[src/rtl/ttl_decoder_seq_if.sv]
// ttl_decoder_seq_if -- bus bundle for the sequenced TTL-style decoder.
//   cen      : clock enable, state advances only on cen=1 clock edges
//   n_e      : active-low enable, one bit per channel
//   a        : address, ABITS per channel
//   mode     : 2 bits per channel (00 level, 01 one-shot, 10 scan, 11 level)
//   o        : active-low decoded outputs, 2^ABITS per channel
//   busy     : one-shot pulse in progress, one bit per channel
//   scan_idx : current scan index, ABITS per channel
interface ttl_decoder_seq_if #(
    parameter int CHANNELS = 2,
    parameter int ABITS    = 2
);
    localparam int OW = 1 << ABITS;

    logic                        cen;
    logic [CHANNELS-1:0]         n_e;
    logic [CHANNELS*ABITS-1:0]   a;
    logic [2*CHANNELS-1:0]       mode;
    logic [CHANNELS*OW-1:0]      o;
    logic [CHANNELS-1:0]         busy;
    logic [CHANNELS*ABITS-1:0]   scan_idx;

    modport master (output cen, n_e, a, mode, input o, busy, scan_idx);
    modport slave  (input cen, n_e, a, mode, output o, busy, scan_idx);
endinterface

[src/rtl/ttl_decoder_seq.sv]
// ttl_decoder_seq -- multi-channel active-low decoder with level, one-shot
// and scan modes. Every output is a flop; nothing passes combinationally
// from inputs to outputs.
//   clk   : sole clock, rising edge
//   reset : synchronous, active-high, overrides cen and all inputs
//   bus   : ttl_decoder_seq_if slave (cen, n_e, a, mode -> o, busy, scan_idx)

// One decoder channel. Instantiated once per channel by the top.
module ttl_decoder_ch #(
    parameter int ABITS      = 2,
    parameter int STROBE_LEN = 4,
    parameter int SCAN_DIV   = 8
) (
    input  logic                  clk,
    input  logic                  reset,
    input  logic                  cen_i,
    input  logic                  n_e_i,
    input  logic [ABITS-1:0]      a_i,
    input  logic [1:0]            mode_i,
    output logic [(1<<ABITS)-1:0] o_o,
    output logic                  busy_o,
    output logic [ABITS-1:0]      idx_o
);
    localparam int OW = 1 << ABITS;
    localparam int SW = $clog2(STROBE_LEN + 1);
    localparam int DW = $clog2(SCAN_DIV + 1);

    localparam logic [OW-1:0] ONES = {OW{1'b1}};

    logic [OW-1:0]    o_q, o_d;
    logic             busy_q, busy_d;
    logic [SW-1:0]    cnt_q, cnt_d;    // one-shot ticks remaining, incl. current
    logic [ABITS-1:0] idx_q, idx_d;
    logic [DW-1:0]    div_q, div_d;
    logic             prev_q, prev_d;  // n_e seen on the previous cen tick
    logic [1:0]       mode_q, mode_d;

    logic             trig;
    logic [ABITS-1:0] idx_nxt;

    function automatic logic [OW-1:0] dec(input logic [ABITS-1:0] sel);
        dec = ~(OW'(1) << sel);
    endfunction

    always_comb begin
        o_d     = o_q;
        busy_d  = busy_q;
        cnt_d   = cnt_q;
        idx_d   = idx_q;
        div_d   = div_q;
        prev_d  = prev_q;
        mode_d  = mode_q;
        trig    = !n_e_i && prev_q;
        idx_nxt = idx_q;

        if (cen_i) begin
            mode_d = mode_i;
            prev_d = n_e_i;
            if (mode_i != mode_q) begin
                // Quiet tick. prev is left alone so that an enable already
                // low when one-shot mode takes over (e.g. held across reset)
                // still reads as a falling edge on the next tick.
                o_d    = ONES;
                busy_d = 1'b0;
                cnt_d  = '0;
                idx_d  = '0;
                div_d  = '0;
                prev_d = prev_q;
            end else begin
                case (mode_i)
                    2'b01: begin
                        if (busy_q && cnt_q != SW'(1)) begin
                            // mid-pulse: address and enable are ignored
                            cnt_d = cnt_q - SW'(1);
                        end else if (trig) begin
                            // idle, or last pulse tick: restart without a gap
                            o_d    = dec(a_i);
                            busy_d = 1'b1;
                            cnt_d  = SW'(STROBE_LEN);
                        end else begin
                            o_d    = ONES;
                            busy_d = 1'b0;
                            cnt_d  = '0;
                        end
                    end
                    2'b10: begin
                        if (n_e_i) begin
                            o_d   = ONES;
                            idx_d = '0;
                            div_d = '0;
                        end else begin
                            if (div_q == DW'(SCAN_DIV - 1)) begin
                                div_d   = '0;
                                idx_nxt = idx_q + ABITS'(1);
                            end else begin
                                div_d   = div_q + DW'(1);
                            end
                            idx_d = idx_nxt;
                            o_d   = dec(idx_nxt);
                        end
                    end
                    default: begin
                        o_d = n_e_i ? ONES : dec(a_i);
                    end
                endcase
            end
        end
    end

    always_ff @(posedge clk) begin
        if (reset) begin
            o_q    <= ONES;
            busy_q <= 1'b0;
            cnt_q  <= '0;
            idx_q  <= '0;
            div_q  <= '0;
            prev_q <= 1'b1;
            mode_q <= 2'b00;
        end else begin
            o_q    <= o_d;
            busy_q <= busy_d;
            cnt_q  <= cnt_d;
            idx_q  <= idx_d;
            div_q  <= div_d;
            prev_q <= prev_d;
            mode_q <= mode_d;
        end
    end

    assign o_o    = o_q;
    assign busy_o = busy_q;
    assign idx_o  = idx_q;
endmodule

module ttl_decoder_seq #(
    parameter int CHANNELS   = 2,
    parameter int ABITS      = 2,
    parameter int STROBE_LEN = 4,
    parameter int SCAN_DIV   = 8
) (
    input logic               clk,
    input logic               reset,
    ttl_decoder_seq_if.slave  bus
);
    localparam int OW = 1 << ABITS;

    logic [CHANNELS-1:0][OW-1:0]    o_w;
    logic [CHANNELS-1:0]            busy_w;
    logic [CHANNELS-1:0][ABITS-1:0] idx_w;

    for (genvar c = 0; c < CHANNELS; c++) begin : g_ch
        ttl_decoder_ch #(
            .ABITS     (ABITS),
            .STROBE_LEN(STROBE_LEN),
            .SCAN_DIV  (SCAN_DIV)
        ) u_ch (
            .clk   (clk),
            .reset (reset),
            .cen_i (bus.cen),
            .n_e_i (bus.n_e[c]),
            .a_i   (bus.a[c*ABITS +: ABITS]),
            .mode_i(bus.mode[2*c +: 2]),
            .o_o   (o_w[c]),
            .busy_o(busy_w[c]),
            .idx_o (idx_w[c])
        );
    end

    assign bus.o        = o_w;
    assign bus.busy     = busy_w;
    assign bus.scan_idx = idx_w;
endmodule

[src/flat_wrapper.sv]
// flat-port wrapper written by rule: the top's interface ports become plain ports
module ttl_decoder_seq_flat 
#(
    parameter int CHANNELS   = 2,
    parameter int ABITS      = 2,
    parameter int STROBE_LEN = 4,
    parameter int SCAN_DIV   = 8
)
  (clk, reset, bus_cen, bus_n_e, bus_a, bus_mode, bus_o, bus_busy, bus_scan_idx);
  ttl_decoder_seq_if #(.CHANNELS(CHANNELS), .ABITS(ABITS)) bus_i ();
  input logic clk;
  input logic reset;
  input wire logic [$bits(bus_i.cen)-1:0] bus_cen;
  input wire logic [$bits(bus_i.n_e)-1:0] bus_n_e;
  input wire logic [$bits(bus_i.a)-1:0] bus_a;
  input wire logic [$bits(bus_i.mode)-1:0] bus_mode;
  output wire logic [$bits(bus_i.o)-1:0] bus_o;
  output wire logic [$bits(bus_i.busy)-1:0] bus_busy;
  output wire logic [$bits(bus_i.scan_idx)-1:0] bus_scan_idx;
  assign bus_i.cen = bus_cen;
  assign bus_i.n_e = bus_n_e;
  assign bus_i.a = bus_a;
  assign bus_i.mode = bus_mode;
  assign bus_o = bus_i.o;
  assign bus_busy = bus_i.busy;
  assign bus_scan_idx = bus_i.scan_idx;
  ttl_decoder_seq #(.CHANNELS(CHANNELS), .ABITS(ABITS), .STROBE_LEN(STROBE_LEN), .SCAN_DIV(SCAN_DIV)) u_core (.clk(clk), .reset(reset), .bus(bus_i));
endmodule
[config.mk]
export PLATFORM = sky130hd
export DESIGN_NAME = ttl_decoder_seq_flat
export DESIGN_NICKNAME = d
export VERILOG_FILES = /design/src/rtl/ttl_decoder_seq_if.sv /design/src/rtl/ttl_decoder_seq.sv /design/src/flat_wrapper.sv
export SDC_FILE = /design/constraint.sdc
export NUM_CORES = 1
export LEC_CHECK = 0
export ABC_AREA = 1
export BUFFER_PORTS_ARGS = -buffer_cell sky130_fd_sc_hd__buf_2
export CORE_MARGIN = 4
export CORE_UTILIZATION = 62
export CTS_CLUSTER_SIZE = 16
export DETAILED_ROUTE_END_ITERATION = 7
export GPL_ROUTABILITY_DRIVEN = 0
export HOLD_SLACK_MARGIN = 0.05
export PLACE_DENSITY = 0.81
export SYNTH_ARGS = -nofsm -noshare
export SYNTH_HDL_FRONTEND = slang
export SYNTH_SLANG_ARGS = --single-unit
[constraint.sdc]
create_clock -name clk -period 2.5 [get_ports clk]
set_input_delay 0.5 -clock clk [delete_from_list [all_inputs] [get_ports clk]]
set_output_delay 0.5 -clock clk [all_outputs]
set_load 0.02 [all_outputs]
======== After elaboration in Yosys (flattened, before gate mapping) ========
Index checks and enable logic that the tools add are counted.
word-level totals
  register bits after elaboration ......... 34
  input bits .............................. 13
  output and inout port bits .............. 14
operators by class
  $add $sub $neg .......................... 6
  eq/ne operators ......................... 14
  shift operators ......................... 4
  muxes and demuxes ....................... 52
  bitwise gates (word level) .............. 6
  reductions and logical operators ........ 20
operator list
  cell                 number
  $mux 4               18
  $mux 2               16
  $mux 3               8
  $not 4->4            4
  $pmux 4 s2           2
  $reduce_and 2->1     8
  $shl 1x2->4 const A  4
  $add 4x1->4 const B  2
  $eq 4x3->1 const B   2
  $mux 1               8
  $reduce_bool 2->1    4
  $ne 3x1->1 const B   2
  $ne 3x3->1 const B   2
  $reduce_and 3->1     2
  $sub 3x1->3 const B  2
  $add 2x1->2 const B  2
  $eq 2x1->1 const B   2
  $eq 2x2->1 const B   2
  $logic_and 1x1->1    4
  $ne 2x2->1           2
  $ne 2x2->1 const B   2
  $logic_not 1->1      2
  $not 1->1            2

======== Longest topological paths before layout ========
Gate-level depths: netlist of the first run.
  word-level depth ........................ 11
  gate-level depth with buffers ........... 12
  mapped depth without buffers ............ 12

======== Cells and area by module ========
Synthesis of the first run repeated with hierarchy kept, for this count alone.
second synthesis, totals
  cell total of the unflattened synthesis .. 338
  area, all modules ....................... 2197.1 µm²
modules (own cells, without submodules)
  module          times used  cells an instance  area each (µm²)
  ttl_decoder_ch  2           169                1098.6

======== Worst setup path after synthesis of the first run ========
Ideal clock, no wire load.
  kind .................................... in2reg
  start ................................... input bus_mode[2]
  end ..................................... register u_core.g_ch[1].u_ch.div_q[3]
  library setup time ...................... 0.117 ns
  data arrival time ....................... 1.326 ns
  required time ........................... 2.383 ns
  path slack .............................. 1.057 ns
  stages on the path ...................... 6
  path through ............................ xnor2_1 nand2_4 o21ai_4 inv_2 o21ai_1 a21oi_1
on the way
  word-level cells in the longest chain between the ends .. 3
  elaborated cells on any way between the ends .. 5
  those cells by class .................... eq/ne: 2; mux: 1; reduce/logical: 2
RTL lines
  item                                             line                                          text
  from (decl)                                      flat_wrapper.sv:16                            input wire logic [$bits(bus_i.mode)-1:0] bus_mode;
  $ne 2x2->1 / $eq 2x2->1 (equally long branches)  ttl_decoder_seq.sv:59, ttl_decoder_seq.sv:70
  $reduce_bool 2->1 (no line)                      --
  $reduce_and 2->1 (no line)                       --
  to (signal assigned)                             ttl_decoder_seq.sv:124                        div_q <= div_d;
  to (decl)                                        ttl_decoder_seq.sv:34                         logic [DW-1:0] div_q, div_d;
Parallel ways exist; a longest one is shown, timed or not.
A chain may end at the register's enable or synchronous reset.

======== Worst setup path in the final report of the first run ========
  start ................................... register u_core.g_ch[1].u_ch.div_q[0]
  end ..................................... register u_core.g_ch[1].u_ch.o_q[2]
on the way
  word-level cells in the longest chain between the ends .. 11
RTL lines
  item                  line                    text
  $eq 4x3->1            ttl_decoder_seq.sv:92   if (div_q == DW'(SCAN_DIV - 1)) begin
  $mux 2                ttl_decoder_seq.sv:92
  $mux 2                ttl_decoder_seq.sv:87   if (n_e_i) begin
  $mux 2                ttl_decoder_seq.sv:70   case (mode_i)
  $mux 2                ttl_decoder_seq.sv:59   if (mode_i != mode_q) begin
  $mux 2                ttl_decoder_seq.sv:56   if (cen_i) begin
  $shl 1x2->4           ttl_decoder_seq.sv:42   dec = ~(OW'(1) << sel);
  $not 4->4             ttl_decoder_seq.sv:42
  $mux 4                ttl_decoder_seq.sv:87
  $pmux 4 s2            ttl_decoder_seq.sv:70
  $mux 4                ttl_decoder_seq.sv:59
  to (signal assigned)  ttl_decoder_seq.sv:112  o_q <= ONES;
  to (signal assigned)  ttl_decoder_seq.sv:120  o_q <= o_d;
  to (decl)             ttl_decoder_seq.sv:30   logic [OW-1:0] o_q, o_d;
Every way passes these cells. The select of a mux whose other input is x is not followed.

==> impl_results.rst, run 1 <==
.. list-table::
   :header-rows: 1

   * - Metric
     - Value
   * - Number of cells in the design after placement
     - 400
   * - Cell depth of the worst flop-to-flop path
     - 12
   * - Final worst-path cycle share
     - 61.9%
   * - Global route overflow
     - 0
   * - Top FF cell, synth
     - sky130_fd_sc_hd__dfxtp_1
   * - Fillers
     - 313
   * - Largest net degree at the start of global routing
     - 18
   * - Number of enable flip-flop cells after synthesis
     - 0
   * - Insertion delay to the later sink of the worst-skew pair
     - 0.33 ns
   * - Clock buffer depth
     - 2
   * - Maximum vdd ir drop
     - 0.355 mV
   * - Signal arrival time at the worst endpoint
     - 1.79 ns
   * - Count of hold-fix buffers inserted at cts
     - 0
   * - Number of CTS-inserted buffers
     - 5
   * - Clock transition at path regs
     - 0.11 ns
   * - Worst slew margin relative to its limit
     - 66.9%
   * - Total Die Area
     - 4540 sq um
   * - Core occupancy in the finished layout
     - 71.5%
   * - Post-Route Hold Slack
     - 0.456 ns
   * - End point of the most critical hold path
     - u_core.g_ch[0].u_ch.mode_q[1]
   * - Number of antenna violations at the first check in global routing
     - 0
   * - Combinational Power Share
     - 24.4%
   * - Total power per unit cell area
     - 501 nW/um^2
   * - Vias per cell
     - 5.19
   * - Setup clock skew after layout
     - 0.0185 ns
   * - Run status
     - finished clean
   * - Asr flop ratio synth
     - 0%
   * - Number of diodes added for antenna fixing
     - 0
   * - LEAKAGE
     - 1.11 nW
   * - Yosys warning count
     - 0
   * - Total number of clock tree sinks
     - 34
   * - Largest fanout on the critical path
     - 4
   * - Worst R2R End
     - u_core.g_ch[1].u_ch.o_o[2]
   * - Worst setup slack for register-to-register paths
     - 0.95 ns
   * - CTS H-tree lvls
     - 2
   * - Highest cell delay on the worst timing path
     - 0.40 ns
   * - Aggregate routed wire length
     - 4370 um
   * - Cell type with the largest total area after synthesis
     - sky130_fd_sc_hd__dfxtp_1
   * - Kind of start point of the critical path
     - flip-flop
   * - Cell area after placement
     - 2340 sq um
   * - Post-synthesis net count
     - 357
   * - TritonCTS clock tree
     - done
   * - Share of post-route cells with drive strength above 1
     - 16.0%
   * - Netlist Area Pre-Place
     - 2190 sq um
   * - Initial core utilization
     - 65.0%
   * - Vertical extent of the die
     - 67.4 um
   * - Proportion of total power due to net switching
     - 32.7%
   * - Sw power
     - 0.395 mW
   * - Max-slew violation total from the final report
     - 0
   * - Count of unresolved DRC violations after routing
     - 0
   * - Biggest area contributors in the synthesized netlist
     - sky130_fd_sc_hd__dfxtp_1 31%, sky130_fd_sc_hd__nand2_1 19%, sky130_fd_sc_hd__a21oi_1 6.9%
   * - Number of search-and-repair iterations in the first detailed-routing pass
     - 4
   * - Post-cts sizing count
     - 0
   * - Worst path most repeated cell
     - sky130_fd_sc_hd__nand2_1
   * - Total Routing Usage GR
     - 21.7%
   * - Non-filler cells, final
     - 408
   * - Vias in the first global route
     - 1922
   * - Time the worst path needs with I/O delays and setup
     - 1.55 ns
   * - Summed negative setup slack over all endpoints
     - 0 ns
   * - First-pass GRT wire length
     - 7690 um
   * - Clock tree root buffer cell
     - sky130_fd_sc_hd__clkbuf_4
   * - Transition time at the pin with the least slew margin
     - 0.495 ns
   * - Setup Buffers After CTS
     - 0
   * - Growth of design area from synthesis to finish
     - 9.90%
   * - Critical Path RT
     - 2.74 ns
   * - Hold depth
     - 3
   * - Average wire per standard cell
     - 10.7 um
   * - Critical Path End Type
     - flip-flop
   * - Setup Viol. Count Final
     - 0
   * - Number of register bits inferred by synthesis
     - 34
   * - Maximum achievable frequency
     - 646 MHz
   * - Net total in the final layout
     - 384
   * - Number of antenna-violating nets in the routed design
     - 0
   * - Port bufs
     - 26
   * - RR Startpoint
     - u_core.g_ch[1].u_ch.div_q[0]
   * - Worst setup path category
     - flip-flop to flip-flop
   * - Cell-by-cell listing of the critical path
     - ha_1 -> nand2_1 -> nor2_1 -> nand2_1 -> nand2_1 -> nand3_1 -> nand2_1 -> nand2_1 -> nand2_1 -> nand2_1 -> nand2_1 -> nand2_1
   * - Half-perimeter wire length of the detailed placement result
     - 3390 um
   * - Setup repair after global routing missed its margin
     - no
   * - Final number of hold-violating endpoints
     - 0
   * - Sequential-to-total area share from yosys stat
     - 31.1%
   * - Clock network fraction of total power
     - 26.1%
   * - Worst Hold Launch
     - bus_mode[1]
   * - Hold Crit Class
     - input port to flip-flop
   * - Final cell area excluding filler cells
     - 2400 sq um
   * - List of most frequent post-synthesis cells
     - 111 x sky130_fd_sc_hd__nand2_1, 34 x sky130_fd_sc_hd__dfxtp_1, 32 x sky130_fd_sc_hd__inv_1, 30 x sky130_fd_sc_hd__a21oi_1, 25 x sky130_fd_sc_hd__nor2_1
   * - Cell count after synthesis
     - 334
   * - Top cell type's share of synthesized area
     - 31.1%
   * - Internal cell power
     - 0.810 mW
   * - Total of max-cap violations
     - 0
   * - Reg power frac
     - 49.5%
   * - Count of distinct cell types in the synthesized netlist
     - 28
   * - IO Pins
     - 27
   * - Vias
     - 2116
   * - Core outline area
     - 3360 sq um
   * - Detailed router's first-iteration violation count
     - 109
   * - Average cell area after synthesis
     - 6.55 sq um
   * - Max stage delay cell, worst path
     - sky130_fd_sc_hd__dfxtp_1
   * - Site row count
     - 21
   * - Count leader, synth
     - sky130_fd_sc_hd__nand2_1
   * - Die Span X
     - 67.4 um
[cells in the final DEF (no fill, tap or decap), drive strengths merged]
master  count
xor2        1
nand4       7
nor3b       2
o21ai      38
xnor2       4
nor2       29
ha         10
clkinv      1
nand2     115
clkbuf      7
a21oi      32
inv        41
nand3      14
o311ai      1
dfxtp      34
buf        26
[routing by layer]
| layer | wire, um | global-route usage, % |
|---|---|---|
| met1 | 2000 | 26.5 |
| met2 | 2130 | 37.2 |
| met3 | 160 | 3.83 |
| met4 | 74 | 9.37 |
| met5 | 0 | 0 |
[registers in the layout (all words and copies together), names as in the netlist]
| name | flops |
|---|---|
| u_core.g_ch.u_ch.cnt_q | 6 |
| u_core.g_ch.u_ch.busy_o | 2 |
| u_core.g_ch.u_ch.idx_o | 4 |
| u_core.g_ch.u_ch.mode_q | 4 |
| u_core.g_ch.u_ch.o_o | 8 |
| u_core.g_ch.u_ch.prev_q | 2 |
| u_core.g_ch.u_ch.div_q | 8 |
[how the worst max path moves through the flow]
stage                                        end                    startpoint  slack, ns  cells past startpoint
floorplan           u_core.g_ch[1].u_ch.div_q[3]                   bus_mode[2]       1.06                      6
global placement      u_core.g_ch[0].u_ch.o_o[2]                       bus_cen       0.81                      6
detailed placement    u_core.g_ch[0].u_ch.o_o[1]                       bus_cen       0.80                      6
CTS                   u_core.g_ch[1].u_ch.o_o[2]  u_core.g_ch[1].u_ch.div_q[0]       0.96                     12
global route          u_core.g_ch[0].u_ch.o_o[2]  u_core.g_ch[0].u_ch.div_q[0]       0.76                     12
finish                u_core.g_ch[1].u_ch.o_o[2]  u_core.g_ch[1].u_ch.div_q[0]       0.95                     12
[logic make-up after synthesis]
kind of cell,Yosys count,synth area share [%]
adder cells (fa/ha/maj),10,5.72
XOR/XNOR,5,2.00
flip-flops,34,31.1
AO/OA/AOI/OAI,71,18.8
AND/OR/NAND/NOR,167,33.8
buffers and inverters,47,8.58
[critical path: cells and delay by family, from the launching register on]
family,cells,cell delay [ns]
and+or+nand+nor,11,0.82
adders and majority gates,1,0.23
DFF,1,0.40
[power groups by stage]
stage | sequential (mW) | combinational, mW | clock [mW]
after detailed placement | 0.609 | 0.293 | 0
after CTS | 0.596 | 0.295 | 0.328
after global routing | 0.602 | 0.335 | 0.351
final | 0.597 | 0.294 | 0.315
after global placement | 0.608 | 0.289 | 0
after floorplan | 0.619 | 0.215 | 0
[cell type report]
class	count	area [sq um]	area share, %
multi-input combinational	253	1320	54.9
timing repair buffer	26	130	5.41
clock inverter	1	5.00	0.208
tap	46	57.6	2.39
inverter	41	156	6.51
clock buffer	7	55.1	2.29
sequential	34	681	28.3
[metrics by stage]
| stage | power [mW] | worst slack, ns |
|---|---|---|
| detailed placement | 0.902 | 0.798 |
| floorplan | 0.835 | 1.06 |
| global placement | 0.897 | 0.807 |
| global route | 1.29 | 0.762 |
| finish | 1.21 | 0.952 |
| CTS | 1.22 | 0.955 |
Note: power is estimated with default switching activity, not from simulation.
==> run 2: changes to the inputs <==
--- a/config.mk
+++ b/config.mk
@@ -8,12 +8,12 @@
 export ABC_AREA = 1
 export BUFFER_PORTS_ARGS = -buffer_cell sky130_fd_sc_hd__buf_2
 export CORE_MARGIN = 4
-export CORE_UTILIZATION = 62
+export CORE_UTILIZATION = 52
 export CTS_CLUSTER_SIZE = 16
 export DETAILED_ROUTE_END_ITERATION = 7
 export GPL_ROUTABILITY_DRIVEN = 0
 export HOLD_SLACK_MARGIN = 0.05
-export PLACE_DENSITY = 0.81
+export PLACE_DENSITY = 0.72
 export SYNTH_ARGS = -nofsm -noshare
 export SYNTH_HDL_FRONTEND = slang
 export SYNTH_SLANG_ARGS = --single-unit
==> constraint.sdc (replaced) <==
create_clock -name clk -period 1.35 [get_ports clk]
set_input_delay 0.27 -clock clk [delete_from_list [all_inputs] [get_ports clk]]
set_output_delay 0.27 -clock clk [all_outputs]
set_load 0.02 [all_outputs]
==> impl_results.rst, run 2 (synthesis results as in run 1) <==
.. list-table::
   :header-rows: 1

   * - Metric
     - Value
   * - Maximum achievable frequency
     - 735 MHz (was 646 MHz)
   * - Run status
     - complete, but fails checks (was finished clean)
   * - Share of post-route cells with drive strength above 1
     - 30.3% (was 16.0%)
   * - Vias per cell
     - 5.08 (was 5.19)
   * - Summed negative setup slack over all endpoints
     - -0.0150 ns (was 0 ns)
   * - Largest net degree at the start of global routing
     - 16 (was 18)
   * - Number of antenna-violating nets in the routed design
     - 0 (unchanged)
   * - Max-slew violation total from the final report
     - 0 (unchanged)
   * - Die Span X
     - 72.9 um (was 67.4 um)
   * - Maximum vdd ir drop
     - 0.547 mV (was 0.355 mV)
   * - Insertion delay to the later sink of the worst-skew pair
     - 0.28 ns (was 0.33 ns)
   * - Commonest non-fill, non-tap cell in the layout
     - sky130_fd_sc_hd__nand2_1 (unchanged)
   * - Hold depth
     - 2 (was 3)
   * - First-pass GRT wire length
     - 8760 um (was 7690 um)
   * - Max stage delay cell, worst path
     - sky130_fd_sc_hd__dfxtp_2 (was sky130_fd_sc_hd__dfxtp_1)
   * - Critical Path End Type
     - flip-flop (unchanged)
   * - Time the worst path needs with I/O delays and setup
     - 1.36 ns (was 1.55 ns)
   * - Total Die Area
     - 5310 sq um (was 4540 sq um)
   * - Least setup slack across all paths after layout
     - -0.0112 ns (was 0.952 ns)
   * - Aggregate routed wire length
     - 5120 um (was 4370 um)
   * - Post-Route Hold Slack
     - 0.275 ns (was 0.456 ns)
   * - Global route overflow
     - 0 (unchanged)
   * - Combinational Power Share
     - 26.0% (was 24.4%)
   * - Worst setup path category
     - flip-flop to flip-flop (unchanged)
   * - Clock tree root buffer cell
     - sky130_fd_sc_hd__clkbuf_8 (was sky130_fd_sc_hd__clkbuf_4)
   * - IO Pins
     - 27 (unchanged)
   * - Met3 wire length
     - 182 um (was 160 um)
   * - Fillers
     - 348 (was 313)
   * - Count of unresolved DRC violations after routing
     - 0 (unchanged)
   * - Site row count
     - 23 (was 21)
   * - Number of CTS-inserted buffers
     - 5 (unchanged)
   * - Half-perimeter wire length of the detailed placement result
     - 3820 um (was 3390 um)
   * - Core outline area
     - 4030 sq um (was 3360 sq um)
   * - Port bufs
     - 26 (unchanged)
   * - Worst slew margin relative to its limit
     - 78.4% (was 66.9%)
   * - Reg power frac
     - 44.5% (was 49.5%)
   * - Cell depth of the worst flop-to-flop path
     - 10 (was 12)
   * - Initial core utilization
     - 54.3% (was 65.0%)
   * - Clock transition at path regs
     - 0.07 ns (was 0.11 ns)
   * - Average wire per standard cell
     - 11.5 um (was 10.7 um)
   * - Clock network fraction of total power
     - 29.5% (was 26.1%)
   * - Vertical extent of the die
     - 72.9 um (was 67.4 um)
   * - Worst path most repeated cell
     - sky130_fd_sc_hd__nand2_1 (unchanged)
   * - Cell-by-cell listing of the critical path
     - ha_4 -> nand4_1 -> buf_4 -> nand4_1 -> nand2_1 -> nand2_1 -> nand2_1 -> nand2_1 -> nand2_1 -> nand2_1 (was ha_1 -> nand2_1 -> nor2_1 -> nand2_1 -> nand2_1 -> nand3_1 -> nand2_1 -> nand2_1 -> nand2_1 -> nand2_1 -> nand2_1 -> nand2_1)
   * - Critical Path RT
     - 1.58 ns (was 2.74 ns)
   * - Setup Viol. Count Final
     - 2 (was 0)
   * - CTS H-tree lvls
     - 2 (unchanged)
   * - Final number of hold-violating endpoints
     - 0 (unchanged)
   * - LEAKAGE
     - 1.34 nW (was 1.11 nW)
   * - Highest cell delay on the worst timing path
     - 0.36 ns (was 0.40 ns)
   * - Net total in the final layout
     - 420 (was 384)
   * - Number of antenna violations at the first check in global routing
     - 0 (unchanged)
   * - Number of search-and-repair iterations in the first detailed-routing pass
     - 4 (unchanged)
   * - Wire length on met1
     - 2330 um (was 2000 um)
   * - Vias in the first global route
     - 2116 (was 1922)
   * - Signal arrival time at the worst endpoint
     - 1.59 ns (was 1.79 ns)
   * - Largest fanout on the critical path
     - 4 (unchanged)
   * - TritonCTS clock tree
     - done (unchanged)
   * - Vias
     - 2266 (was 2116)
   * - Failing checks
     - setup timing
   * - Internal cell power
     - 1.72 mW (was 0.810 mW)
   * - Final worst-path cycle share
     - 101% (was 61.9%)
   * - Total power per unit cell area
     - 880 nW/um^2 (was 501 nW/um^2)
   * - Kind of start point of the critical path
     - flip-flop (unchanged)
   * - Total number of clock tree sinks
     - 34 (unchanged)
   * - Most used cells in the layout excluding fill and tap cells
     - 103 x sky130_fd_sc_hd__nand2_1, 33 x sky130_fd_sc_hd__buf_4, 32 x sky130_fd_sc_hd__inv_1 (was 111 x sky130_fd_sc_hd__nand2_1, 34 x sky130_fd_sc_hd__dfxtp_1, 32 x sky130_fd_sc_hd__inv_1)
   * - Highest metal layer with signal wires
     - met4 (unchanged)
   * - Sw power
     - 0.780 mW (was 0.395 mW)
   * - Clock buffer depth
     - 2 (unchanged)
   * - Transition time at the pin with the least slew margin
     - 0.324 ns (was 0.495 ns)
   * - Total of max-cap violations
     - 0 (unchanged)
   * - Detailed router's first-iteration violation count
     - 77 (was 109)
   * - Proportion of total power due to net switching
     - 31.2% (was 32.7%)
   * - Total Routing Usage GR
     - 20.7% (was 21.7%)
   * - Length of routed met2 wiring
     - 2510 um (was 2130 um)
   * - Setup clock skew after layout
     - 0.00331 ns (was 0.0185 ns)
   * - Setup repair after global routing missed its margin
     - yes (was no)
   * - Hold Crit Class
     - input port to flip-flop (unchanged)
   * - Number of diodes added for antenna fixing
     - 0 (unchanged)
   * - Worst-case setup slack after placement
     - -0.119 ns (was 0.798 ns)
   * - Count of hold-fix buffers inserted at cts
     - 0 (unchanged)
   * - Growth of design area from synthesis to finish
     - 29.9% (was 9.90%)
## run 2: layout make-up
type                    instances  area [sq um]  area share [%]
clock buffers                   6          82.6            2.91
inverters                      41           156            5.51
multi-input cells             253          1440            50.7
flip-flops and latches         34           688            24.2
well taps                      50          62.6            2.20
repair buffers                 62           412            14.5
## run 2: critical path, delay by kind of cell (launching register included)
kind	cells	cell delay, ns
and+or+nand+nor	8	0.57
DFF	1	0.36
buffers and inverters	1	0.20
adders and majority gates	1	0.17
## run 2: metrics by stage
step / util (%) / std cells / cell area (sq um) / power, mW
after global routing: 70.5 / 446 / 2840 / 2.65
after detailed placement: 64.1 / 435 / 2580 / 1.75
after CTS: 68.3 / 444 / 2750 / 2.51
after floorplan: - / 334 / 2190 / 1.55
final: 70.5 / 446 / 2840 / 2.50
after global placement: 64.1 / 435 / 2580 / 1.74
## run 2: path summary, 6_finish.rpt
check	end	slack [ns]	start
hold / removal	u_core.g_ch[1].u_ch.mode_q[1]	0.27	bus_cen
hold reg to reg	u_core.g_ch[0].u_ch.o_o[3]	0.46	u_core.g_ch[0].u_ch.o_o[3]
setup / recovery	u_core.g_ch[0].u_ch.o_o[1]	-0.01	u_core.g_ch[0].u_ch.div_q[1]
setup reg to reg	u_core.g_ch[0].u_ch.o_o[1]	-0.01	u_core.g_ch[0].u_ch.div_q[1]
## run 2: what timing repair did
item / 4_1_cts / 5_1_grt
pin swaps: 9 / 11
setup endpoints to repair: 10 / 22
resized for setup: 16 / 20
buffers inserted: 3 / 2
## run 2: layer usage
metal / GRT usage, % / vias up
li1: - / 1202
met1: 25.2 / 1017
met2: 36.1 / 39
met3: 3.58 / 8
met4: 8.20 / 0
met5: 0 / -
## run 2: power groups by stage
stage	Combinational [mW]	Sequential (mW)	Clock [mW]
floorplan	0.399	1.15	0
CTS	0.632	1.11	0.767
global placement	0.614	1.12	0
detailed placement	0.620	1.13	0
global route	0.734	1.12	0.797
finish	0.649	1.11	0.737
